--- src/rtl/hm01b0_frame_stats_tx.sv ---
// hm01b0_frame_stats_tx: per-frame pixel/line/frame statistics from HM01B0 timing, sent as an ASCII hex line over a byte UART.
// Ports:
//   clock      system clock, rising edge
//   reset      asynchronous active-low reset
//   pixclk     camera pixel clock (asynchronous, <= clock/4)
//   hsync      camera line-valid (asynchronous, active level HSYNC_ACT)
//   vsync      camera frame-valid (asynchronous, active level VSYNC_ACT)
//   enable     1 = a report is started at each frame end
//   tx_data    ASCII byte to uart_tx
//   tx_strobe  one-cycle data_valid pulse to uart_tx
//   tx_busy    uart_tx busy
//   overrun    one-cycle pulse when a frame end arrives while a report is in flight
//   pix_sat    pixel counter saturated in the last reported frame
module hm01b0_frame_stats_tx #(
    parameter int   PIX_W       = 24,
    parameter int   LINE_W      = 16,
    parameter int   FRAME_W     = 16,
    parameter int   SYNC_STAGES = 2,
    parameter logic VSYNC_ACT   = 1'b1,
    parameter logic HSYNC_ACT   = 1'b1
) (
    input  logic       clock,
    input  logic       reset,
    input  logic       pixclk,
    input  logic       hsync,
    input  logic       vsync,
    input  logic       enable,
    output logic [7:0] tx_data,
    output logic       tx_strobe,
    input  logic       tx_busy,
    output logic       overrun,
    output logic       pix_sat
);
    localparam int PD = PIX_W / 4;
    localparam int LD = LINE_W / 4;
    localparam int FD = FRAME_W / 4;
    localparam int N  = PD + LD + FD + 4;
    localparam int IW = $clog2(N);

    typedef enum logic [1:0] {IDLE, STROBE, SETTLE, WAIT} state_t;

    state_t state, state_nx;
    logic [SYNC_STAGES-1:0] pc_sr, hs_sr, vs_sr;
    logic pc_d, hs_d, vs_d;
    logic [PIX_W-1:0] pix_cnt, snap_p;
    logic [LINE_W-1:0] line_cnt, snap_l;
    logic [FRAME_W-1:0] frame_cnt, snap_f, frame_inc;
    logic [IW-1:0] idx;
    logic sat;

    // Polarity is folded in ahead of the synchronisers so everything downstream
    // is active-high and a cleared synchroniser always reads as "inactive".
    logic hs_in, vs_in;
    assign hs_in = hsync ^ ~HSYNC_ACT;
    assign vs_in = vsync ^ ~VSYNC_ACT;

    logic pc_s, hs_s, vs_s;
    assign pc_s = pc_sr[SYNC_STAGES-1];
    assign hs_s = hs_sr[SYNC_STAGES-1];
    assign vs_s = vs_sr[SYNC_STAGES-1];

    logic pix_ev, line_ev, frame_end, start, last, adv;
    assign pix_ev    = pc_s & ~pc_d & vs_s & hs_s;
    assign line_ev   = hs_s & ~hs_d & vs_s;
    assign frame_end = vs_d & ~vs_s;
    assign frame_inc = frame_cnt + 1'b1;
    assign start     = (state == IDLE) & frame_end & enable;
    assign last      = idx == IW'(N - 1);
    assign adv       = (state == WAIT) & ~tx_busy & ~last;

    function automatic logic [7:0] hex(input logic [3:0] n);
        return (n < 4'd10) ? {4'h3, n} : 8'h37 + {4'h0, n};
    endfunction

    // Byte i of the report line: pixel digits, space, line digits, space, frame digits, CR, LF.
    function automatic logic [7:0] byte_at(input logic [PIX_W-1:0] p, input logic [LINE_W-1:0] l,
                                           input logic [FRAME_W-1:0] f, input int i);
        logic [7:0] b;
        if (i < PD)                 b = hex(4'(p >> (4 * (PD - 1 - i))));
        else if (i == PD)           b = 8'h20;
        else if (i < PD + LD + 1)   b = hex(4'(l >> (4 * (PD + LD - i))));
        else if (i == PD + LD + 1)  b = 8'h20;
        else if (i < N - 2)         b = hex(4'(f >> (4 * (N - 3 - i))));
        else if (i == N - 2)        b = 8'h0D;
        else                        b = 8'h0A;
        return b;
    endfunction

    always_ff @(posedge clock or negedge reset) begin
        if (!reset) begin
            pc_sr <= '0;
            hs_sr <= '0;
            vs_sr <= '0;
            pc_d  <= 1'b0;
            hs_d  <= 1'b0;
            vs_d  <= 1'b0;
        end else begin
            pc_sr <= {pc_sr[SYNC_STAGES-2:0], pixclk};
            hs_sr <= {hs_sr[SYNC_STAGES-2:0], hs_in};
            vs_sr <= {vs_sr[SYNC_STAGES-2:0], vs_in};
            pc_d  <= pc_s;
            hs_d  <= hs_s;
            vs_d  <= vs_s;
        end
    end

    always_ff @(posedge clock or negedge reset) begin
        if (!reset) begin
            pix_cnt  <= '0;
            line_cnt <= '0;
            sat      <= 1'b0;
        end else if (!vs_s) begin
            pix_cnt  <= '0;
            line_cnt <= '0;
            sat      <= 1'b0;
        end else begin
            if (pix_ev) pix_cnt <= (&pix_cnt) ? pix_cnt : pix_cnt + 1'b1;
            if (line_ev) line_cnt <= (&line_cnt) ? line_cnt : line_cnt + 1'b1;
            sat <= sat | (pix_ev & (&pix_cnt));
        end
    end

    always_ff @(posedge clock or negedge reset) begin
        if (!reset) state <= IDLE;
        else state <= state_nx;
    end

    always_comb begin
        state_nx  = state;
        tx_strobe = 1'b0;
        overrun   = frame_end & (state != IDLE);
        case (state)
            IDLE:    state_nx = start ? STROBE : IDLE;
            STROBE: begin
                tx_strobe = 1'b1;
                state_nx  = SETTLE;
            end
            SETTLE:  state_nx = WAIT;
            WAIT:    state_nx = tx_busy ? WAIT : (last ? IDLE : STROBE);
            default: state_nx = IDLE;
        endcase
    end

    // tx_data is loaded on the transition into STROBE so it is valid with the
    // strobe and holds until the next one; the first byte comes from the live counts.
    always_ff @(posedge clock or negedge reset) begin
        if (!reset) begin
            frame_cnt <= '0;
            snap_p    <= '0;
            snap_l    <= '0;
            snap_f    <= '0;
            pix_sat   <= 1'b0;
            idx       <= '0;
            tx_data   <= 8'h00;
        end else begin
            if (frame_end) frame_cnt <= frame_inc;
            if (start) begin
                snap_p  <= pix_cnt;
                snap_l  <= line_cnt;
                snap_f  <= frame_inc;
                pix_sat <= sat;
                idx     <= '0;
                tx_data <= byte_at(pix_cnt, line_cnt, frame_inc, 0);
            end else if (adv) begin
                idx     <= idx + 1'b1;
                tx_data <= byte_at(snap_p, snap_l, snap_f, int'(idx) + 1);
            end
        end
    end
endmodule

--- config.mk ---
export PLATFORM = sky130hd
export DESIGN_NAME = hm01b0_frame_stats_tx
export DESIGN_NICKNAME = d
export VERILOG_FILES = /design/src/rtl/hm01b0_frame_stats_tx.sv
export SDC_FILE = /design/constraint.sdc
export NUM_CORES = 1
export LEC_CHECK = 0
export ABC_AREA = 0
export CELL_PAD_IN_SITES_DETAIL_PLACEMENT = 0
export CELL_PAD_IN_SITES_GLOBAL_PLACEMENT = 1
export CORE_MARGIN = 10
export CORE_UTILIZATION = 53
export DETAILED_ROUTE_END_ITERATION = 6
export PLACE_DENSITY_LB_ADDON = 0.08
export SYNTH_ARGS = -nofsm -noshare
export SYNTH_HDL_FRONTEND = slang
export SYNTH_SLANG_ARGS = --single-unit
--- constraint.sdc ---
create_clock -name clock -period 5.9 [get_ports clock]
set_input_delay 1.77 -clock clock [delete_from_list [all_inputs] [get_ports clock]]
set_output_delay 1.77 -clock clock [all_outputs]
set_load 0.02 [all_outputs]
==> Yosys cells after proc, flatten, opt, wreduce, memory -nomap -nowiden <==
Index checks and enable logic that the tools add are counted.
{ "totals": {"ff_bits": 138, "out_inout_bits": 11, "wordCells": 101} }
{ "classes": {"n_addsub": 12, "magnitude_cmp": 7, "eq_ne": 11, "shift": 3, "n_mux": 26, "bitwise": 18, "n_reduce_logical": 7} }
{ "ops": {"columns": ["operator", "count"], "rows": [
  ["$mux W24", 3],
  ["$shr A16 B32 Y4", 2],
  ["$mux W7", 9],
  ["$mux W16", 3],
  ["$add A16 B1 Y16 const B", 2],
  ["$shr A24 B32 Y4", 1],
  ["$add A6 B4 Y7 const A", 4],
  ["$add A24 B1 Y24 const B", 1],
  ["$reduce_and A24 Y1", 1],
  ["$lt A4 B4 Y1 const B", 4],
  ["$mux W8", 2],
  ["$reduce_and A16 Y1", 1],
  ["$sub A4 B6 Y7 const A", 2],
  ["$and A1 B1 Y1", 12],
  ["$mux W5", 2],
  ["$pmux W2 S4", 1],
  ["$sub A3 B6 Y7 const A", 1],
  ["$add A5 B1 Y6 const B", 1],
  ["$eq A6 B3 Y1 const B", 1],
  ["$eq A6 B4 Y1 const B", 1],
  ["$eq A6 B5 Y1 const B", 1],
  ["$lt A6 B3 Y1 const B", 1],
  ["$lt A6 B4 Y1 const B", 1],
  ["$lt A6 B5 Y1 const B", 1],
  ["other kinds (14)", 26]
]} }

==> Longest topological paths before layout <==
Gate-level depths: netlist of run 1.
{ "depth": {"word_depth": 12, "depth_mapped": 18, "mapped_depth_nobuf": 14} }

==> Worst setup path before layout of run 1 <==
OpenSTA, ideal clock, no wires.
{ "synth_path": {"path_kind": "flip-flop to flip-flop", "start": "register idx[0]", "end": "register tx_data[2]", "t_arrival_ns": 3.504, "required_time_ns": 5.818, "slack_ns": 2.315, "path_stages_with_launch": 19, "period_less_slack_ns": 3.585, "path_cell_list": "dfrtp_1 -> buf_6 -> buf_6 -> buf_6 -> buf_6 -> inv_1 -> ha_1 -> inv_1 -> ha_1 -> a21oi_1 -> xor3_1 -> o32a_1 -> nor2_4 -> nand2_1 -> ha_1 -> a21o_1 -> a211oi_1 -> o211ai_1 -> a31oi_1"} }
{ "synth_via": {"elab_chain_cells": 12} }
{ "synth_rtl": {"columns": ["item", "line", "text"], "rows": [
  ["from (decl)", "48", "logic [IW-1:0] idx;"],
  ["from (signal assigned)", "165", "idx <= idx + 1'b1;"],
  ["$add A5 B1 Y6", "166", "tx_data <= byte_at(snap_p, snap_l, snap_f, int'(idx) + 1);"],
  ["$sub A4 B6 Y7", "83", "else if (i < N - 2) b = hex(4'(f >> (4 * (N - 3 - i))));"],
  ["$shr A16 B32 Y4", "83", null],
  ["$add A6 B4 Y7 / $lt A4 B4 Y1 (equally long branches)", "72", "return (n < 4'd10) ? {4'h3, n} : 8'h37 + {4'h0, n};"],
  ["$mux W7", "72", null],
  ["$mux W7", "83", null],
  ["$mux W7", "82", "else if (i == PD + LD + 1) b = 8'h20;"],
  ["$mux W7", "81", "else if (i < PD + LD + 1) b = hex(4'(l >> (4 * (PD + LD - i))));"],
  ["$mux W7", "80", "else if (i == PD) b = 8'h20;"],
  ["$mux W7", "79", "if (i < PD) b = hex(4'(p >> (4 * (PD - 1 - i))));"],
  ["$mux W8", "164", "end else if (adv) begin"],
  ["$mux W8", "157", "if (start) begin"],
  ["to (signal assigned)", "163", "tx_data <= byte_at(pix_cnt, line_cnt, frame_inc, 0);"],
  ["to (signal assigned)", "166", null],
  ["to (decl)", "28", "output logic [7:0] tx_data,"]
]} }
Parallel ways exist; a longest one is shown, timed or not. The select of a mux whose other input is x is not followed.
A chain may end at the register's enable or synchronous reset.

==> Final worst setup path of run 1 <==
Same ends and word-level chain as after synthesis.

==> results of run 1 <==
==> cell type report <==
cell class                      count  area [um^2]
Sequential cell                   137         3430
Inverter                           18         67.6
Clock inverter                     13          168
Fill cell                        1142         5510
Timing Repair Buffer               23          214
Clock buffer                       19          443
Tap cell                          180          225
Multi-Input combinational cell    623         3990
==> synthesized netlist by cell type, types with 3 or more instances <==
cell      number  area (um^2)
nand2_1      193          724
dfrtp_1      137         3430
o21ai_0       44          220
and2_1        34          213
xnor2_1       31          272
xor2_1        31          272
clkbuf_1      30          113
nor2_1        26         97.6
nand3_1       22          110
mux2i_1       19          190
inv_1         18         67.6
ha_1          16          200
nor3_1        16         80.1
nand4_1       15         93.8
a21oi_1       14         70.1
or3_1         12         75.1
a31oi_1        9         56.3
a21boi_0       8         60.1
nor2b_1        8         50.1
o22ai_1        8         50.1
buf_2          7         35.0
mux4_2         7          158
nand2b_1       7         43.8
nor4b_1        7         61.3
o31ai_1        7         52.6
and3_1         5         31.3
and4_1         5         43.8
buf_6          4         45.0
o211ai_1       4         30.0
a211oi_1       3         22.5
a21o_1         3         22.5
mux2_2         3         33.8
nor3b_1        3         22.5
o21a_1         3         22.5
o21bai_1       3         22.5
o22a_1         3         26.3
==> power by group through the flow <==
stage	clock, W	sequential (W)	combinational [W]
2_1_floorplan	0	0.00111	0.000785
3_3_place_gp	0	0.00114	0.000975
3_5_place_dp	0	0.00115	0.000995
4_1_cts	0.00113	0.00113	0.000999
5_1_grt	0.00117	0.00115	0.00111
6_report	0.00111	0.00114	0.00100
==> registers in the layout, summed over array words and instances, names as in the netlist, 2 cells and up <==
signal and cells:
vs_sr 2, snap_p 24, line_cnt 16, pc_sr 2
snap_l 16, hs_sr 2, frame_cnt 16, tx_data 7
state 2, snap_f 16, idx 5, pix_cnt 24
==> cells by family after synthesis <==
logic type | count (synthesis) | share of synthesized area
compound gates | 136 | 0.122
xor+xnor | 63 | 0.0738
fa+ha+maj | 16 | 0.0261
buf+inv | 62 | 0.0358
flops | 137 | 0.446
mux | 30 | 0.0516
other cells | 1 | 0.000488
simple gates | 377 | 0.244
==> critical path: stages (launching register included) <==
cell and delay, ps:
dfrtp_1 550, inv_1 80, ha_1 780, inv_1 290, ha_1 280, a21oi_1 220, xor3_1 250, o32a_1 370
nor2_4 190, nand2_1 80, ha_1 230, a21o_1 170, a211oi_1 250, o211ai_1 110, a31oi_1 180
==> how the worst max path moves through the flow <==
stage	start	end	slack (ps)	cells past startpoint
after floorplan	idx[0]$_DFFE_PN0P_	tx_data[2]$_DFFE_PN0P_	2310	18
after global placement	idx[0]$_DFFE_PN0P_	tx_data[2]$_DFFE_PN0P_	2070	14
after detailed placement	idx[0]$_DFFE_PN0P_	tx_data[2]$_DFFE_PN0P_	1850	14
after CTS	idx[0]$_DFFE_PN0P_	tx_data[2]$_DFFE_PN0P_	1830	14
after global routing	idx[1]$_DFFE_PN0P_	tx_data[2]$_DFFE_PN0P_	1330	14
final	idx[0]$_DFFE_PN0P_	tx_data[2]$_DFFE_PN0P_	1790	14
==> stage by stage <==
stage	setup slack, ps	hold WS [ps]
CTS	1830	351
finish	1790	348
detailed placement	1850	337
global placement	2070	332
floorplan	2310	331
global route	1330	367
==> layer usage <==
| metal | share of wire | GRT usage | routed length, um |
|---|---|---|---|
| met1 | 0.49 | 0.250 | 8320 |
| met2 | 0.45 | 0.254 | 7600 |
| met3 | 0.042 | 0.0389 | 711 |
| met4 | 0.013 | 0.0652 | 221 |
| met5 | 0 | 0 | 0 |
==> impl_results.md, run 1 <==
- Outcome: complete, no violations
- PD cells: 381 nW/um^2
- Cell area after synthesis: 7680 um^2
- Fraction of final layout cells sized beyond drive strength 1: 0.0840
- P&R area growth vs syn: 11.0%
- I/O pin total: 18
- Sw Ratio: 0.354
- Cell variety after synth: 80
- CTS resizes: 0
- Crit path DAT: around 4500 ps
- Vias: 5,803
- Async S/R FF share, synth: 1.00
- Synth Register Bits: 137
- H-tree Lvls: 4
- DIE AREA: 19,700 um^2
- Relative slew margins: 0.353
- Worst reg2reg startpoint: idx[0]$_DFFE_PN0P_
- Synth warn: 0
- Setup repair after global routing missed its margin: no
- CTS Buf Count: 17
- Hold Vio Cnt, Final: 0
- Row Count: 43
- Post-Syn Instances: about 820
- Crit share post-route: 0.697
- Total Power: about 0.0032 W
- CP required: 6240 ps
- EDFF count, synth: 0
- Cts hold-fix bufs: 0
- Final core utilization: 0.608
- Reg-to-reg slack, setup: 1790 ps
- # setup viols final: 0
- Initial antenna violation count: 0
- Final Max Tran Viols: 0
- ANT cells: 0
- Clock share of power: 0.342
- Hold Path Class: register to register
- Starting Density: 0.547
- DRC: 0
- Clock Skew: between 10 and 15 ps
- Via-per-instance ratio: 5.73
- Sequential Power Share: 0.350
- # port buffers: 16
- Final instance area: 8530 um^2
- Max Cap Viol: 0
- Vias in the first global route: 5,575
- DR pass1 iterations: 5
- Number of setup buffers added after CTS: 0
- Pint: 0.00210 W
- Mapped Nets: 845
- Leak Pwr: 3.88 nW
- First-pass GRT wire length: 28.6 mm
- Non-Filler Instances: 1,013
- Setup TNS: 0 ps
- Min-Delay Endpoint: pc_sr[1]$_DFF_PN0_
- Max Fclk: 243 MHz
- Slew @ Worst Pin: 970 ps
- Peak supply drop: 0.248 mV
- Main synth FF type: dfrtp_1
- Net Sw Power: 0.00115 W
- Gr usage total: 0.175
- Routability cong.: 0.895
- DRT iter0 DRCs: 476
- CTS tree: built
- Antenna Nets Post-Route: 0
- Nets: 843
- Worst reg-to-reg path cell count: 14
- Clock Latency Late Sink: 430 ps
- Clock transition at path regs: 60 ps
- Detailed Place HPWL: 11.4 mm
- Grt ovf: 0
- Combinational share of power: 0.308
- Clock period minus worst slack: 4110 ps
- Die width: 140 um
- CTS root buffer: clkbuf_16
- Most frequent cells in the layout: nand2_1 (193), dfrtp_1 (137), o21ai_0 (44)
- CP max FO: 16
- Clock Path Buffers: 2
- WS Path Type: register to register
- CTS sink cnt: 137
- Die H: 140 um
- Largest net degree at the start of global routing: 92
- Crit Reg-Reg Endpoint: tx_data[2]$_DFFE_PN0P_
- Seq/Total Area, Yosys: 0.446
- Critical Path Sink Type: register
- Average wire per standard cell: 16.6 um
- Most common cell after layout, fill and taps aside: nand2_1
- Placed cells: 981
- Placed standard-cell area: just under 8000 um^2
- Hold depth: 0
- Core area: 14,000 um^2
- Syn Area/Cell: 9.35 um^2
- Hold_sp: pc_sr[0]$_DFF_PN0_
- Final WL: 16.9 mm
- Worst setup SP type: register
No activity file was read; power rests on OpenSTA's default activity.
==> inputs of run 2 (changes only) <==
--- a/config.mk
+++ b/config.mk
@@ -9,7 +9,7 @@
 export CELL_PAD_IN_SITES_DETAIL_PLACEMENT = 0
 export CELL_PAD_IN_SITES_GLOBAL_PLACEMENT = 1
 export CORE_MARGIN = 10
-export CORE_UTILIZATION = 53
+export CORE_UTILIZATION = 44
 export DETAILED_ROUTE_END_ITERATION = 6
 export PLACE_DENSITY_LB_ADDON = 0.08
 export SYNTH_ARGS = -nofsm -noshare
==> constraint.sdc (replaced) <==
create_clock -name clock -period 3.3 [get_ports clock]
set_input_delay 0.99 -clock clock [delete_from_list [all_inputs] [get_ports clock]]
set_output_delay 0.99 -clock clock [all_outputs]
set_load 0.02 [all_outputs]
==> impl_results.md, run 2 (synthesis gave the netlist of run 1 again) <==
- I/O pin total: 18 (unchanged)
- Fraction of final layout cells sized beyond drive strength 1: 0.112 (+0.0279)
- Crit Reg-Reg Endpoint: tx_data[2]$_DFFE_PN0P_
- CTS root buffer: clkbuf_16
- Clock period minus worst slack: 3110 ps (-998 ps)
- WS Path Type: register to register
- Vias: 5,904 (+1.7%)
- Hold depth: 0 (unchanged)
- CTS Buf Count: 17 (unchanged)
- Outcome: complete, no violations
- Vias in the first global route: 6,019 (+8.0%)
- Regs by FF count: pix_cnt (24), snap_p (24)
- Antenna Nets Post-Route: 0 (unchanged)
- Core area: 17,200 um^2 (+23%)
- Via-per-instance ratio: 5.50 (-4.0%)
- Crit path DAT: 3460 ps (-990 ps)
- Number of setup buffers added after CTS: 0 (unchanged)
- Final WS setup: 188 ps (-1600 ps)
- Relative slew margins: 0.498 (+0.145)
- CP max FO: 7 (-9)
- DRC: 0 (unchanged)
- Max Cap Viol: 0 (unchanged)
- Hold_sp: vs_sr[0]$_DFF_PN0_
- H-tree Lvls: 4 (unchanged)
- Initial antenna violation count: 0 (unchanged)
- Gr usage total: 0.167 (-0.00861)
- Hold Vio Cnt, Final: 0 (unchanged)
- Row Count: 48 (+12%)
- Die H: 152 um (+8.4%)
- First-pass GRT wire length: 31.8 mm (+11%)
- Final Max Tran Viols: 0 (unchanged)
- Max Fclk: 321 MHz (+32%)
- Nets: 860 (+2.0%)
- Clock transition at path regs: 60 ps (about the same)
- Total Power: 0.00606 W (+87%)
- Reg-to-reg slack, setup: 190 ps (-1600 ps)
- Peak supply drop: 0.423 mV (+70%)
- PD cells: 692 nW/um^2 (+82%)
- Final core utilization: 0.508 (-0.0994)
- Average wire per standard cell: 17.7 um (+6.3%)
- Clock Skew: 12.6 ps (-0.657 ps)
- DIE AREA: 23,100 um^2 (+17%)
- Placed cells: 1,043 (+6.3%)
- Hold Path Class: register to register
- Setup TNS: 0 ps (unchanged)
- Worst reg-to-reg path cell count: 14 (unchanged)
- # setup viols final: 0 (unchanged)
- P&R area growth vs syn: 14.0%
- Worst reg2reg startpoint: idx[0]$_DFFE_PN0P_
- CP required: 3650 ps (-2590 ps)
- DRT iter0 DRCs: 347 (-27%)
- DR pass1 iterations: 4 (-1)
- Pre-CTS WS: 122 ps (-1720 ps)
- Leak Pwr: 3.95 nW (+1.7%)
- Min-Delay Endpoint: vs_sr[1]$_DFF_PN0_
- Worst setup SP type: register
- CTS sink cnt: 137 (unchanged)
- Die width: 152 um (+8.4%)
- Most frequent cells in the layout: nand2_1 (193), dfrtp_1 (136), o21ai_0 (44)
- Critical Path Sink Type: register
- Routability cong.: 0.867 (-3.1%)
- CTS tree: built
- Grt ovf: 0 (unchanged)
- Crit share post-route: 0.943 (+0.246)
- Final WL: 19.0 mm (+13%)
- Most common cell after layout, fill and taps aside: nand2_1
- Detailed Place HPWL: 13.6 mm (+19%)
- Clock Path Buffers: 2 (unchanged)
- Starting Density: 0.446 (-0.101)
- Largest net degree at the start of global routing: 67 (-27%)
- ANT cells: 0 (unchanged)
- Setup repair after global routing missed its margin: no
- # port buffers: 16 (unchanged)
- Clock Latency Late Sink: 430 ps (about the same)
- Slew @ Worst Pin: 753 ps (-218 ps)
- Non-Filler Instances: 1,074 (+6.0%)
run 2: cell types whose count changed in the layout (fill, tap and decap cells not counted), sizes merged:
cell and delta:
buf +17, clkinvlp +5, clkinv -4, clkbuf -2
run 2: worst max-delay path by stage:
stage | startpoint | cells past startpoint | end | slack (ps)
floorplan | idx[0]$_DFFE_PN0P_ | 18 | tx_data[2]$_DFFE_PN0P_ | -140
global placement | idx[1]$_DFFE_PN0P_ | 14 | tx_data[2]$_DFFE_PN0P_ | 270
detailed placement | idx[1]$_DFFE_PN0P_ | 14 | tx_data[2]$_DFFE_PN0P_ | 120
CTS | idx[1]$_DFFE_PN0P_ | 14 | tx_data[2]$_DFFE_PN0P_ | 130
global route | idx[1]$_DFFE_PN0P_ | 14 | tx_data[2]$_DFFE_PN0P_ | 40
finish | idx[0]$_DFFE_PN0P_ | 14 | tx_data[2]$_DFFE_PN0P_ | 190
run 2: metal layers:
layer,global-route usage,share of wire,vias to the layer above
li1,-,-,2885
met1,0.223,0.48,2908
met2,0.265,0.47,94
met3,0.0327,0.032,17
met4,0.0555,0.018,0
met5,0,0,-
run 2: what timing repair did:
| action | in CTS | in global routing |
|---|---|---|
| endpoints found under the hold margin | 0 | 0 |
| setup endpoints to repair | 0 | 2 |
| hold buffers | 0 | 0 |
| gates resized for setup | 0 | 4 |
run 2: area by class of cell:
class                   instances  area, um^2
multi-input cells             623        4020
clock buffers                  17         425
well taps                     225         282
flip-flops and latches        137        3430
repair buffers                 40         367
fillers                      1623        8480
clock inverters                14         171
inverters                      18        67.6
run 2: critical path: stages, from the launching register on:
cell and delay, ps:
dfrtp_1 390, inv_1 80, ha_4 320, inv_2 80, ha_1 210, a21oi_2 150
xor3_1 230, o32a_1 440, nor2_4 150, nand2_1 60, ha_2 210, a21o_1 160
a211oi_2 250, o211ai_1 130, a31oi_1 180
run 2: where the power goes:
group	switching, W	total [W]	internal (W)
clock	0.000764	0.00195	0.00119
combinational	0.00126	0.00213	0.000876
sequential	0.000154	0.00198	0.00182
total	0.00217	0.00606	0.00388
run 2: stage by stage:
step                hold WS [ps]  area [um^2]
CTS                          349         8740
detailed placement           336         8150
global route                 360         8760
global placement             333         8150
finish                       349         8760
floorplan                    331         7710
